--- src/rtl/cla_div_pkg.sv ---
// Shared types and constants for the 4-bit restoring divider and its
// carry-lookahead subtractor.
package cla_div_pkg;

  typedef enum logic [1:0] {
    IDLE = 2'd0,
    CALC = 2'd1,
    DONE = 2'd2
  } div_state_t;

  localparam int         DIV_W     = 4;
  localparam logic [1:0] ITER_LAST = 2'd3;

endpackage

--- src/rtl/cla_sub5.sv ---
// Combinational 5-bit carry-lookahead subtractor (a - b as a + ~b + 1).
// Every gate is built from a two-input NAND.
module cla_sub5 (
  input  logic [4:0] a,
  input  logic [4:0] b,
  output logic [4:0] diff,
  output logic       borrow
);

  function automatic logic nand2(input logic x, input logic y);
    return ~(x & y);
  endfunction

  function automatic logic and2(input logic x, input logic y);
    logic n;
    n = nand2(x, y);
    return nand2(n, n);
  endfunction

  function automatic logic or2(input logic x, input logic y);
    return nand2(nand2(x, x), nand2(y, y));
  endfunction

  function automatic logic xor2(input logic x, input logic y);
    logic n;
    n = nand2(x, y);
    return nand2(nand2(x, n), nand2(y, n));
  endfunction

  logic [4:0] b_n;
  logic [4:0] p;
  logic [4:0] g;
  logic [5:0] c;
  logic       acc;
  logic       pp;

  always_comb begin
    b_n = '0;
    p   = '0;
    g   = '0;
    c   = '0;
    acc = 1'b0;
    pp  = 1'b0;
    for (int i = 0; i < 5; i++) begin
      b_n[i] = nand2(b[i], b[i]);
      p[i]   = xor2(a[i], b_n[i]);
      g[i]   = and2(a[i], b_n[i]);
    end
    // Carry-in of 1 completes the two's-complement negation of b.
    c[0] = 1'b1;
    // Flat lookahead: each carry sums every generate term propagated up to it.
    for (int i = 0; i < 5; i++) begin
      acc = g[i];
      pp  = p[i];
      for (int j = i - 1; j >= 0; j--) begin
        acc = or2(acc, and2(pp, g[j]));
        pp  = and2(pp, p[j]);
      end
      c[i+1] = or2(acc, and2(pp, c[0]));
    end
    for (int i = 0; i < 5; i++) begin
      diff[i] = xor2(p[i], c[i]);
    end
    borrow = nand2(c[5], c[5]);
  end

endmodule

--- src/rtl/cla_divider4.sv ---
// Sequential 4-bit unsigned restoring divider: one quotient bit per clock,
// trial subtraction through a 5-bit carry-lookahead subtractor.
module cla_divider4
  import cla_div_pkg::*;
#(
  parameter int WIDTH = DIV_W
) (
  input  logic             clk,
  input  logic             rst,
  input  logic             start,
  input  logic [WIDTH-1:0] dividend,
  input  logic [WIDTH-1:0] divisor,
  output logic             busy,
  output logic             done,
  output logic [WIDTH-1:0] quotient,
  output logic [WIDTH-1:0] remainder,
  output logic             div_by_zero,
  output logic [1:0]       state_dbg
);

  // Handshake: start is taken on any rising edge where busy=0 (IDLE or DONE);
  // busy covers the iteration cycles, done pulses once as results update, and
  // the results stay put until the next done. busy and done never overlap.

  div_state_t       state;
  logic [WIDTH:0]   rem_r;
  logic [WIDTH-1:0] quo_r;
  logic [WIDTH-1:0] dsr_r;
  logic [1:0]       cnt;

  logic [WIDTH:0]   trial_a;
  logic [WIDTH:0]   trial_b;
  logic [WIDTH:0]   trial_diff;
  logic             trial_borrow;
  logic [WIDTH:0]   rem_next;
  logic [WIDTH-1:0] quo_next;

  assign trial_a   = {rem_r[WIDTH-1:0], quo_r[WIDTH-1]};
  assign trial_b   = {1'b0, dsr_r};
  assign state_dbg = state;

  cla_sub5 u_sub (
    .a      (trial_a),
    .b      (trial_b),
    .diff   (trial_diff),
    .borrow (trial_borrow)
  );

  // Restore on borrow: keep the shifted remainder and shift in a 0.
  always_comb begin
    rem_next = trial_a;
    quo_next = {quo_r[WIDTH-2:0], 1'b0};
    if (!trial_borrow) begin
      rem_next    = trial_diff;
      quo_next[0] = 1'b1;
    end
  end

  always_ff @(posedge clk or posedge rst) begin
    if (rst) begin
      state       <= IDLE;
      rem_r       <= '0;
      quo_r       <= '0;
      dsr_r       <= '0;
      cnt         <= '0;
      busy        <= 1'b0;
      done        <= 1'b0;
      quotient    <= '0;
      remainder   <= '0;
      div_by_zero <= 1'b0;
    end else begin
      done <= 1'b0;
      case (state)
        IDLE, DONE: begin
          if (start) begin
            if (divisor == '0) begin
              state       <= DONE;
              done        <= 1'b1;
              busy        <= 1'b0;
              quotient    <= '1;
              remainder   <= dividend;
              div_by_zero <= 1'b1;
            end else begin
              state <= CALC;
              busy  <= 1'b1;
              rem_r <= '0;
              quo_r <= dividend;
              dsr_r <= divisor;
              cnt   <= '0;
            end
          end else begin
            state <= IDLE;
          end
        end
        CALC: begin
          rem_r <= rem_next;
          quo_r <= quo_next;
          cnt   <= cnt + 2'd1;
          if (cnt == ITER_LAST) begin
            state       <= DONE;
            busy        <= 1'b0;
            done        <= 1'b1;
            quotient    <= quo_next;
            remainder   <= rem_next[WIDTH-1:0];
            div_by_zero <= 1'b0;
          end
        end
        default: begin
          state <= IDLE;
          busy  <= 1'b0;
        end
      endcase
    end
  end

endmodule

--- config.mk ---
export PLATFORM = sky130hd
export DESIGN_NAME = cla_divider4
export DESIGN_NICKNAME = d
export VERILOG_FILES = /design/src/rtl/cla_div_pkg.sv /design/src/rtl/cla_sub5.sv /design/src/rtl/cla_divider4.sv
export SDC_FILE = /design/constraint.sdc
export NUM_CORES = 1
export LEC_CHECK = 0
export ABC_AREA = 1
export BUFFER_PORTS_ARGS = -buffer_cell sky130_fd_sc_hd__buf_2
export CORE_MARGIN = 2
export CORE_UTILIZATION = 35
export CTS_CLUSTER_SIZE = 20
export DETAILED_ROUTE_END_ITERATION = 16
export PLACE_DENSITY = 0.6
export SYNTH_ARGS = -nofsm -noshare
export SYNTH_HDL_FRONTEND = slang
export SYNTH_HIERARCHICAL = 1
export SYNTH_SLANG_ARGS = --single-unit
--- constraint.sdc ---
create_clock -name clk -period 3.4 [get_ports clk]
set_clock_uncertainty 0.2 [all_clocks]
set_input_delay 0.85 -clock clk [delete_from_list [all_inputs] [get_ports clk]]
set_output_delay 0.85 -clock clk [all_outputs]
set_load 0.01 [all_outputs]
==> results.cfg <==
[status]
status = complete, no violations

[worst_setup_path]
critPathArrivalTime_ns = 2.25
max_stage_delay_ns = 0.42
cp_num_buf_inv = 1
slowest_stage = dfrtp_1
crit_chain = ha_1 > nand2_1 > nor2_1 > nor2_1 > nand3_1 > nor2_1 > inv_1 > nand2_1 > nand2_1 > nand2_1 > nand2_1 > nand2_1 > nand2_1
timing.critical_path.max_delay_family = simple AND/OR/NAND/NOR gates
crit_required_ns = 3.38
path_max_fanout = 7
critPathCaptureType = register
crit_type = register to register
worst_path_most_repeated_cell = nand2_1
critPathLaunchType = register

[clock_network]
clockRootBuffer = clkbuf_8
cts_tree = yes
numCtsBuffers = 3
cts_hold_buf = 0
path_clk_slew_ns = 0.09
cts_num_sinks = 27
clockBufferDepth = 2
cts_setup_buffers = 0
cts_resized = 0
cts.htree.levels = 1
clkLatencyLatePin_ns = 0.27

[cells_and_area]
n_antenna_cell = 0
fin_nets = 243
fin_cells = 275
drive_above_1_share_pct = 21.97
area_growth_pct = 12.01
layout_commonest_cell = nand2_1
final_cell_mix = nand2_1, dfrtp_1, buf_2

[detailed_routing]
via_per_inst = 4.585
num_vias = 1261
routed_wl_um = 3044
drc = 0
first_iter_violations = 64
dr.pass1.iters = 4
antenna_left = 0
wl_per_cell_um = 11.07

[placed_design]
hpwlAfterDp_um = 2259
place.gp.congestion = 0.7762
pre_cts_ws_ns = 1.158
placedCellCount = 271
io_buffers = 23

[global_route]
grt_overflow = 0
grt_pass1_vias = 1262
grt_pass1_wl_um = 5506
gr-usage-all-layers_pct = 13.65
grt_max_degree = 28
antenna_found_initial = 0

[job]
maxCapViolCount = 0

[sta]
max_freq_ghz = 0.4391
finalSetupTns_ns = 0
finalHoldViolCount = 0
slew_violations = 0
fin_crit_ns = 2.277
rsz0062_at_grt = false
worst_slack_ns = 1.123
setup_viol = 0
finalCritPeriodShare_pct = 66.98

[power_and_ir_drop]
p_per_area_mw_per_mm2 = 980.5
switchingPower_w = 0.0008212
pwr-share-comb_pct = 57.1
p_int_w = 0.0008951
swShare_pct = 47.85
power_frac_seq_pct = 32.2
max-vdd-ir-drop_uv = 654.1
p_clk_share_pct = 10.7
static-leakage-power_nw = 1.007

[synthesis]
synth_area_sq_mm = 0.001563
syn_nets = 218
ys.warnings.count = 6
syn_avg_cell_area_sq_um = 7.853
syn-instance-count = 199

[die]
rows = 24
start_util_pct = 36.14
core_sq_mm = 0.004324
ios = 24
fp.dieW_um = 70.82
die-area_sq_mm = 0.005015
die_h_um = 70.82

[min_path]
hp-class = register to register
-- power by group through the flow --
| stage | registers [W] | clock network (W) | logic [W] |
|---|---|---|---|
| final | 0.000552 | 0.000183 | 0.000981 |
| after global routing | 0.000573 | 0.000205 | 0.00114 |
| after floorplan | 0.000578 | 0 | 0.000771 |
| after global placement | 0.000557 | 0 | 0.000988 |
| after detailed placement | 0.000560 | 0 | 0.000988 |
| after CTS | 0.000554 | 0.000193 | 0.000992 |
-- registers in the layout, summed over array words and instances (netlist names) --
signal and cells:
dsr_r 4, quo_r 4, quotient 4, rem_r 4
remainder 4, cnt 2, state_dbg 2, busy 1
div_by_zero 1, done 1
-- final timing paths --
| check | endpoint | cells after the start | slack (ns) | start |
|---|---|---|---|---|
| min reg2reg | quotient[2]$_DFFE_PP0P_ | 2 | 0.27 | quotient[2]$_DFFE_PP0P_ |
| max in group asynchronous | rem_r[0]$_DFFE_PP0P_ | 3 | 2.32 | rst |
| min in group asynchronous | rem_r[2]$_DFFE_PP0P_ | 3 | 0.41 | rst |
| max | remainder[1]$_DFFE_PP0P_ | 13 | 1.12 | rem_r[2]$_DFFE_PP0P_ |
| min | quotient[2]$_DFFE_PP0P_ | 2 | 0.27 | quotient[2]$_DFFE_PP0P_ |
| max reg2reg | remainder[1]$_DFFE_PP0P_ | 13 | 1.12 | rem_r[2]$_DFFE_PP0P_ |
-- layer usage --
layer | up-vias | part of all wire, % | global-route usage [%]
met5 | - | 0 | 0
met4 | 0 | 0.82 | 3.145
met3 | 4 | 3.5 | 2.991
met2 | 26 | 43 | 22.01
met1 | 566 | 52 | 18.90
li1 | 665 | - | -
-- layout make-up --
| class | count | area (sq um) |
|---|---|---|
| Fill cell | 467 | 2574 |
| Multi-Input combinational cell | 146 | 753.2 |
| Sequential cell | 27 | 675.6 |
| Timing Repair Buffer | 24 | 122.6 |
| Inverter | 22 | 87.58 |
| Tap cell | 52 | 65.06 |
| Clock buffer | 3 | 41.29 |
| Clock inverter | 1 | 5.005 |
-- worst register-to-register path: cells and delay by family, from the launching register on --
family                     cells  cell delay [ns]
adders and majority gates      1             0.34
buffers and inverters          1             0.16
DFF                            1             0.42
and+or+nand+nor               11             1.03
-- metrics by stage --
step | cell area (sq um) | utilization, % | hold slack (ns) | total power (W)
final | 1750 | 40.48 | 0.2731 | 0.001716
after global routing | 1750 | 40.48 | 0.3051 | 0.001915
after CTS | 1750 | 40.48 | 0.2785 | 0.001739
after detailed placement | 1704 | 39.41 | 0.2547 | 0.001548
after global placement | 1704 | 39.41 | 0.2512 | 0.001545
after floorplan | 1563 | - | 0.2419 | 0.001348
Power figures use the tool's default switching activity.
